### src/rtl/msg_stream_demux_if.sv
// Purpose: bundles the combined input stream and the routed per-channel outputs of the demux.
// Latency: none (wires only); timing is set by the modules on either side.
// Backpressure: none; in_nd is a pure valid strobe and the outputs are fire-and-forget strobes.
interface msg_stream_demux_if #(
    parameter int N_STREAMS = 2,
    parameter int WDTH      = 32
);
    logic [WDTH-1:0]      in_data;
    logic                 in_nd;
    logic [WDTH-1:0]      out_data;
    logic [N_STREAMS-1:0] out_nd;
    logic                 out_last;
    logic                 error;

    // Source of the combined stream and consumer of the routed channels
    modport master (
        output in_data,
        output in_nd,
        input  out_data,
        input  out_nd,
        input  out_last,
        input  error
    );

    // The demux itself
    modport slave (
        input  in_data,
        input  in_nd,
        output out_data,
        output out_nd,
        output out_last,
        output error
    );
endinterface

### src/rtl/msg_stream_demux.sv
// Purpose: parses length-prefixed packets from one combined stream and routes payload words to N_STREAMS channels.
// Latency: 1 cycle from an accepted payload word to its out_nd strobe; all outputs registered.
// Backpressure: none; every in_nd word is consumed, malformed headers pulse error and are dropped.
module msg_stream_demux #(
    parameter int N_STREAMS     = 2,
    parameter int LOG_N_STREAMS = 1,
    parameter int WDTH          = 32,
    parameter int LEN_WDTH      = 8
) (
    input  logic               clk,
    input  logic               rst_n,
    msg_stream_demux_if.slave  bus
);

    typedef enum logic [1:0] {
        IDLE    = 2'd0,
        PAYLOAD = 2'd1,
        DISCARD = 2'd2
    } state_t;

    // Single-bit seed for the one-hot channel strobe.
    localparam logic [N_STREAMS-1:0] CH_ONE = {{(N_STREAMS-1){1'b0}}, 1'b1};
    localparam logic [LEN_WDTH-1:0]  CNT_ONE = {{(LEN_WDTH-1){1'b0}}, 1'b1};
    localparam logic [LEN_WDTH-1:0]  CNT_ZERO = '0;

    state_t                   state;
    logic [LEN_WDTH-1:0]      count;
    logic [LOG_N_STREAMS-1:0] id_q;

    logic                     hdr_flag;
    logic [LOG_N_STREAMS-1:0] hdr_id;
    logic [LEN_WDTH-1:0]      hdr_len;
    logic                     hdr_id_ok;
    logic                     last_word;

    // Header field extraction; only meaningful while the FSM expects a header.
    always_comb begin
        hdr_flag  = bus.in_data[WDTH-1];
        hdr_id    = bus.in_data[WDTH-2 -: LOG_N_STREAMS];
        hdr_len   = bus.in_data[LEN_WDTH-1:0];
        // The id field may encode more channels than exist; those are rejected.
        hdr_id_ok = (32'(hdr_id) < 32'(N_STREAMS));
        // Counter holds words still to come, so 1 means this word closes the packet.
        last_word = (count == CNT_ONE);
    end

    // Packet FSM with registered outputs; the strobes default low every cycle.
    always_ff @(posedge clk or negedge rst_n) begin
        if (!rst_n) begin
            state    <= IDLE;
            count    <= '0;
            id_q     <= '0;
            bus.out_data <= '0;
            bus.out_nd   <= '0;
            bus.out_last <= 1'b0;
            bus.error    <= 1'b0;
        end else begin
            bus.out_nd   <= '0;
            bus.out_last <= 1'b0;
            bus.error    <= 1'b0;
            if (bus.in_nd) begin
                case (state)
                    IDLE: begin
                        if (!hdr_flag) begin
                            // Stray payload-looking word with no packet open.
                            bus.error <= 1'b1;
                        end else if (hdr_len == CNT_ZERO) begin
                            // Empty packets are not legal on this stream.
                            bus.error <= 1'b1;
                        end else if (!hdr_id_ok) begin
                            // Unknown channel: flag once, then swallow its payload so
                            // framing stays aligned for the next header.
                            bus.error <= 1'b1;
                            count     <= hdr_len;
                            state     <= DISCARD;
                        end else begin
                            id_q  <= hdr_id;
                            count <= hdr_len;
                            state <= PAYLOAD;
                        end
                    end
                    PAYLOAD: begin
                        bus.out_data <= bus.in_data;
                        bus.out_nd   <= CH_ONE << id_q;
                        count        <= count - CNT_ONE;
                        if (last_word) begin
                            bus.out_last <= 1'b1;
                            state        <= IDLE;
                        end
                    end
                    DISCARD: begin
                        count <= count - CNT_ONE;
                        if (last_word) begin
                            state <= IDLE;
                        end
                    end
                    default: begin
                        state <= IDLE;
                    end
                endcase
            end
        end
    end

endmodule

### src/flat_wrapper.sv
// flat-port wrapper written by rule: the top's interface ports become plain ports
module msg_stream_demux_flat 
#(
    parameter int N_STREAMS     = 2,
    parameter int LOG_N_STREAMS = 1,
    parameter int WDTH          = 32,
    parameter int LEN_WDTH      = 8
)
  (clk, rst_n, bus_in_data, bus_in_nd, bus_out_data, bus_out_nd, bus_out_last, bus_error);
  msg_stream_demux_if #(.N_STREAMS(N_STREAMS), .WDTH(WDTH)) bus_i ();
  input  logic clk;
  input  logic rst_n;
  input wire logic [$bits(bus_i.in_data)-1:0] bus_in_data;
  input wire logic [$bits(bus_i.in_nd)-1:0] bus_in_nd;
  output wire logic [$bits(bus_i.out_data)-1:0] bus_out_data;
  output wire logic [$bits(bus_i.out_nd)-1:0] bus_out_nd;
  output wire logic [$bits(bus_i.out_last)-1:0] bus_out_last;
  output wire logic [$bits(bus_i.error)-1:0] bus_error;
  assign bus_i.in_data = bus_in_data;
  assign bus_i.in_nd = bus_in_nd;
  assign bus_out_data = bus_i.out_data;
  assign bus_out_nd = bus_i.out_nd;
  assign bus_out_last = bus_i.out_last;
  assign bus_error = bus_i.error;
  msg_stream_demux #(.N_STREAMS(N_STREAMS), .LOG_N_STREAMS(LOG_N_STREAMS), .WDTH(WDTH), .LEN_WDTH(LEN_WDTH)) u_core (.clk(clk), .rst_n(rst_n), .bus(bus_i));
endmodule
### config.mk
export PLATFORM = sky130hd
export DESIGN_NAME = msg_stream_demux_flat
export DESIGN_NICKNAME = d
export VERILOG_FILES = /design/src/rtl/msg_stream_demux_if.sv /design/src/rtl/msg_stream_demux.sv /design/src/flat_wrapper.sv
export SDC_FILE = /design/constraint.sdc
export NUM_CORES = 1
export LEC_CHECK = 0
export ABC_AREA = 1
export CAP_MARGIN = 20
export CELL_PAD_IN_SITES_DETAIL_PLACEMENT = 2
export CELL_PAD_IN_SITES_GLOBAL_PLACEMENT = 2
export CORE_UTILIZATION = 25
export DETAILED_ROUTE_END_ITERATION = 16
export GPL_TIMING_DRIVEN = 0
export MAX_ROUTING_LAYER = met4
export PLACE_DENSITY = 0.88
export SYNTH_ARGS = -nofsm -noshare
export SYNTH_HDL_FRONTEND = slang
export SYNTH_SLANG_ARGS = --single-unit
### constraint.sdc
create_clock -name clk -period 1.4 [get_ports clk]
set_input_delay 0.14 -clock clk [delete_from_list [all_inputs] [get_ports clk]]
set_output_delay 0.14 -clock clk [all_outputs]
set_load 0.03 [all_outputs]
==> out/qor.txt <==
Slowest stage delay, CP: 420 ps
Vert. Die Dim: 91.68 um
Slack of the critical path: 131.7 ps
Initial antenna violation count: 0
Initial Util: 25.89%
Crit-path slowest cell: dfrtp_1
Most used cell, CP: nand2_1
Number of I/O port buffers: 70
Placer Congestion: 0.8377
Final WL: 6.342 mm
Static Leak: 0.001543 uW
Area grow syn2layout: 47.11%
Largest net degree at the start of global routing: 27
Achievable frequency: 0.7884 GHz
Reg clk slew, reported paths: 90 ps
Clock Skews: 5.332 ps
Yosys warnings: 0
Dpl cell area: 0.002861 mm^2
DR vias/cell: 4.509
CTS sink count: 46
Clock H-tree levels: 2
Required @ worst endpoint: 1640 ps
CTS Buf Count: 5
CP max FO: 4
Gr usage total: 16.41%
Worst hold path class: input pin to flop
Remaining antenna violation count: 0
Wire length per cell: 14.89 um
TritonCTS clock tree: yes
Pre-CTS setup slack: -213.0 ps
Synthesized Nets: 282
Number of global-route vias before repair: 2,160
Endpoints failing setup: 0
Post-DP HPWL: 4.769 mm
Slew headroom: 55.21%
Layout cell share with drive strength beyond 1: 7.716%
Worst vdd ir: 0.0005597 V
Critical path type: flop to flop
Final instance area: 0.002958 mm^2
Final Hold Fails: 0
Post-Syn Instances: 245
Total grt overflow: 0
Status: finished clean
Critical path data arrival time: 1510 ps
Power per cell area: 1730 mW/mm^2
Clk Latency, worst-skew pair: 300 ps
MaxCap Viol Count: 0
Starting DRT DRC Count: 53
Vias post-DR: 1,921
Clk buf depth: 2
Endpoint class of the critical path: flop
Die area: 0.008405 mm^2
Die X-Extent: 91.68 um
Post-CTS setup buffer count: 0
Final min period: 1268 ps
Total Power: 5117 uW
Fin. max-slew vios: 0
Fin Setup TNS: 0 ps
Final Cycle Share: 90.60%
Avg Cell Area, Syn: 8.207 um^2
Yosys cell types: 20
DRC: 0
Ant diodes: 0
Fin util: 38.08%
NumNets Final: 361
Mapped Area: 0.002011 mm^2
Critical Path Source Type: flop
DRT Pass-1 Iters: 6
RSZ-0062 raised after global routing: false
I/O pins: 71
Seq/Total Area, Yosys: 57.25%
Register bit total from synthesis: 46
Slew @ Worst Pin: 671.8 ps
Critical path, cell by cell: inv_2, ha_4, inv_1, nor2_2, nand2_1, o22ai_1, nand2_1, nand2_1
Num rows: 32
Core ar.: 0.007767 mm^2
Root buffer cell: clkbuf_8
First-pass GRT wire length: 10.49 mm
critical path, delay by kind of cell (launching register included):
kind	cells	cell delay, ps
buffers and inverters	2	170
and+or+nand+nor	4	320
adders and majority gates	1	160
AOI/OAI and AO/OA	1	130
DFF	1	420
kinds of logic after synthesis:
group	after synthesis	synth area share, %
compound gates	21	5.414
fa+ha+maj	2	1.244
buf+inv	29	6.534
flops	46	57.25
simple gates	147	29.56
cell usage after synthesis:
library cell / instances / area share [%]
clkbuf_1: 2 / 0.37
inv_1: 20 / 3.7
nand3_1: 17 / 4.2
buf_4: 1 / 0.37
o21bai_1: 1 / 0.37
o21ai_1: 3 / 0.75
nand2_4: 1 / 0.56
nand2_1: 115 / 21
nor2_1: 10 / 1.9
nor2_2: 1 / 0.31
dfrtp_1: 46 / 57
o21ai_0: 14 / 3.5
inv_2: 1 / 0.19
buf_6: 2 / 1.1
ha_1: 2 / 1.2
o22ai_1: 1 / 0.31
buf_2: 3 / 0.75
a21oi_1: 2 / 0.50
nand3_2: 1 / 0.50
nand4_1: 2 / 0.62
timing repair:
item | CTS | global route
hold buffers | 1 | 0
setup endpoints to repair | 38 | 7
gates resized for setup | 37 | 7
endpoints found under the hold margin | 25 | 0
layout by cell type (no fill, tap or decap), types with 2 or more instances in the layout:
cell and n:
dfrtp_1 46, a21oi_1 2, nor2_2 3, nand4_1 2, o21ai_1 3, clkbuf_8 6
nand3_1 17, inv_2 3, dlygate4sd2_1 36, buf_6 2, inv_1 18, nor2_1 8
o21ai_0 14, clkdlybuf4s50_1 33, buf_2 4, nand2_1 115
per-stage QoR:
step	hold slack [ps]	instances
2_1_floorplan	-155.6	245
3_3_place_gp	443.2	417
3_5_place_dp	206.7	418
4_1_cts	376.9	426
5_1_grt	367.5	426
6_report	372.6	426
where the power goes:
part	internal (uW)	total [uW]	switching, uW	leakage (uW)
sequential	1690	1950	260	0.000564
combinational	736	2140	1400	0.000922
clock	572	1030	456	0.0000573
sequential cells by signal, indices dropped and copies added (netlist names):
| register | flops |
|---|---|
| u_core.count | 8 |
| u_core.bus.out_data | 32 |
| u_core.bus.out_nd | 2 |
| u_core.bus.error | 1 |
| u_core.bus.out_last | 1 |
| u_core.state | 1 |
| u_core.id_q | 1 |
metal layers:
layer	up-vias	part of all wire [%]	track usage (%)
met5	-	0	-
met4	0	0.73	3.836
met3	6	3.8	2.902
met2	49	53	29.95
met1	954	43	18.61
li1	912	-	-
worst paths after layout:
| path | startpoint | to | slack (ps) | cells past startpoint |
|---|---|---|---|---|
| max | u_core.count[0] | u_core.count[4] | 130 | 8 |
| min | bus_in_data[13] | u_core.bus.out_data[13] | 370 | 3 |
| max reg2reg | u_core.count[0] | u_core.count[4] | 130 | 8 |
| min reg2reg | u_core.id_q | u_core.bus.out_nd[0] | 460 | 1 |
| max in group asynchronous | rst_n | u_core.bus.out_data[0] | 430 | 3 |
| min in group asynchronous | rst_n | u_core.bus.out_data[20] | 420 | 2 |
cell type report:
type	instances	area (um^2)
clock buffer	6	82.58
buffer	8	53.80
timing repair buffer	72	688.2
inverter	21	78.83
tap	102	127.6
clock inverter	1	30.03
sequential	46	1151
fill	887	4810
multi-input combinational	170	745.7
No activity file was read; power rests on OpenSTA's default activity.
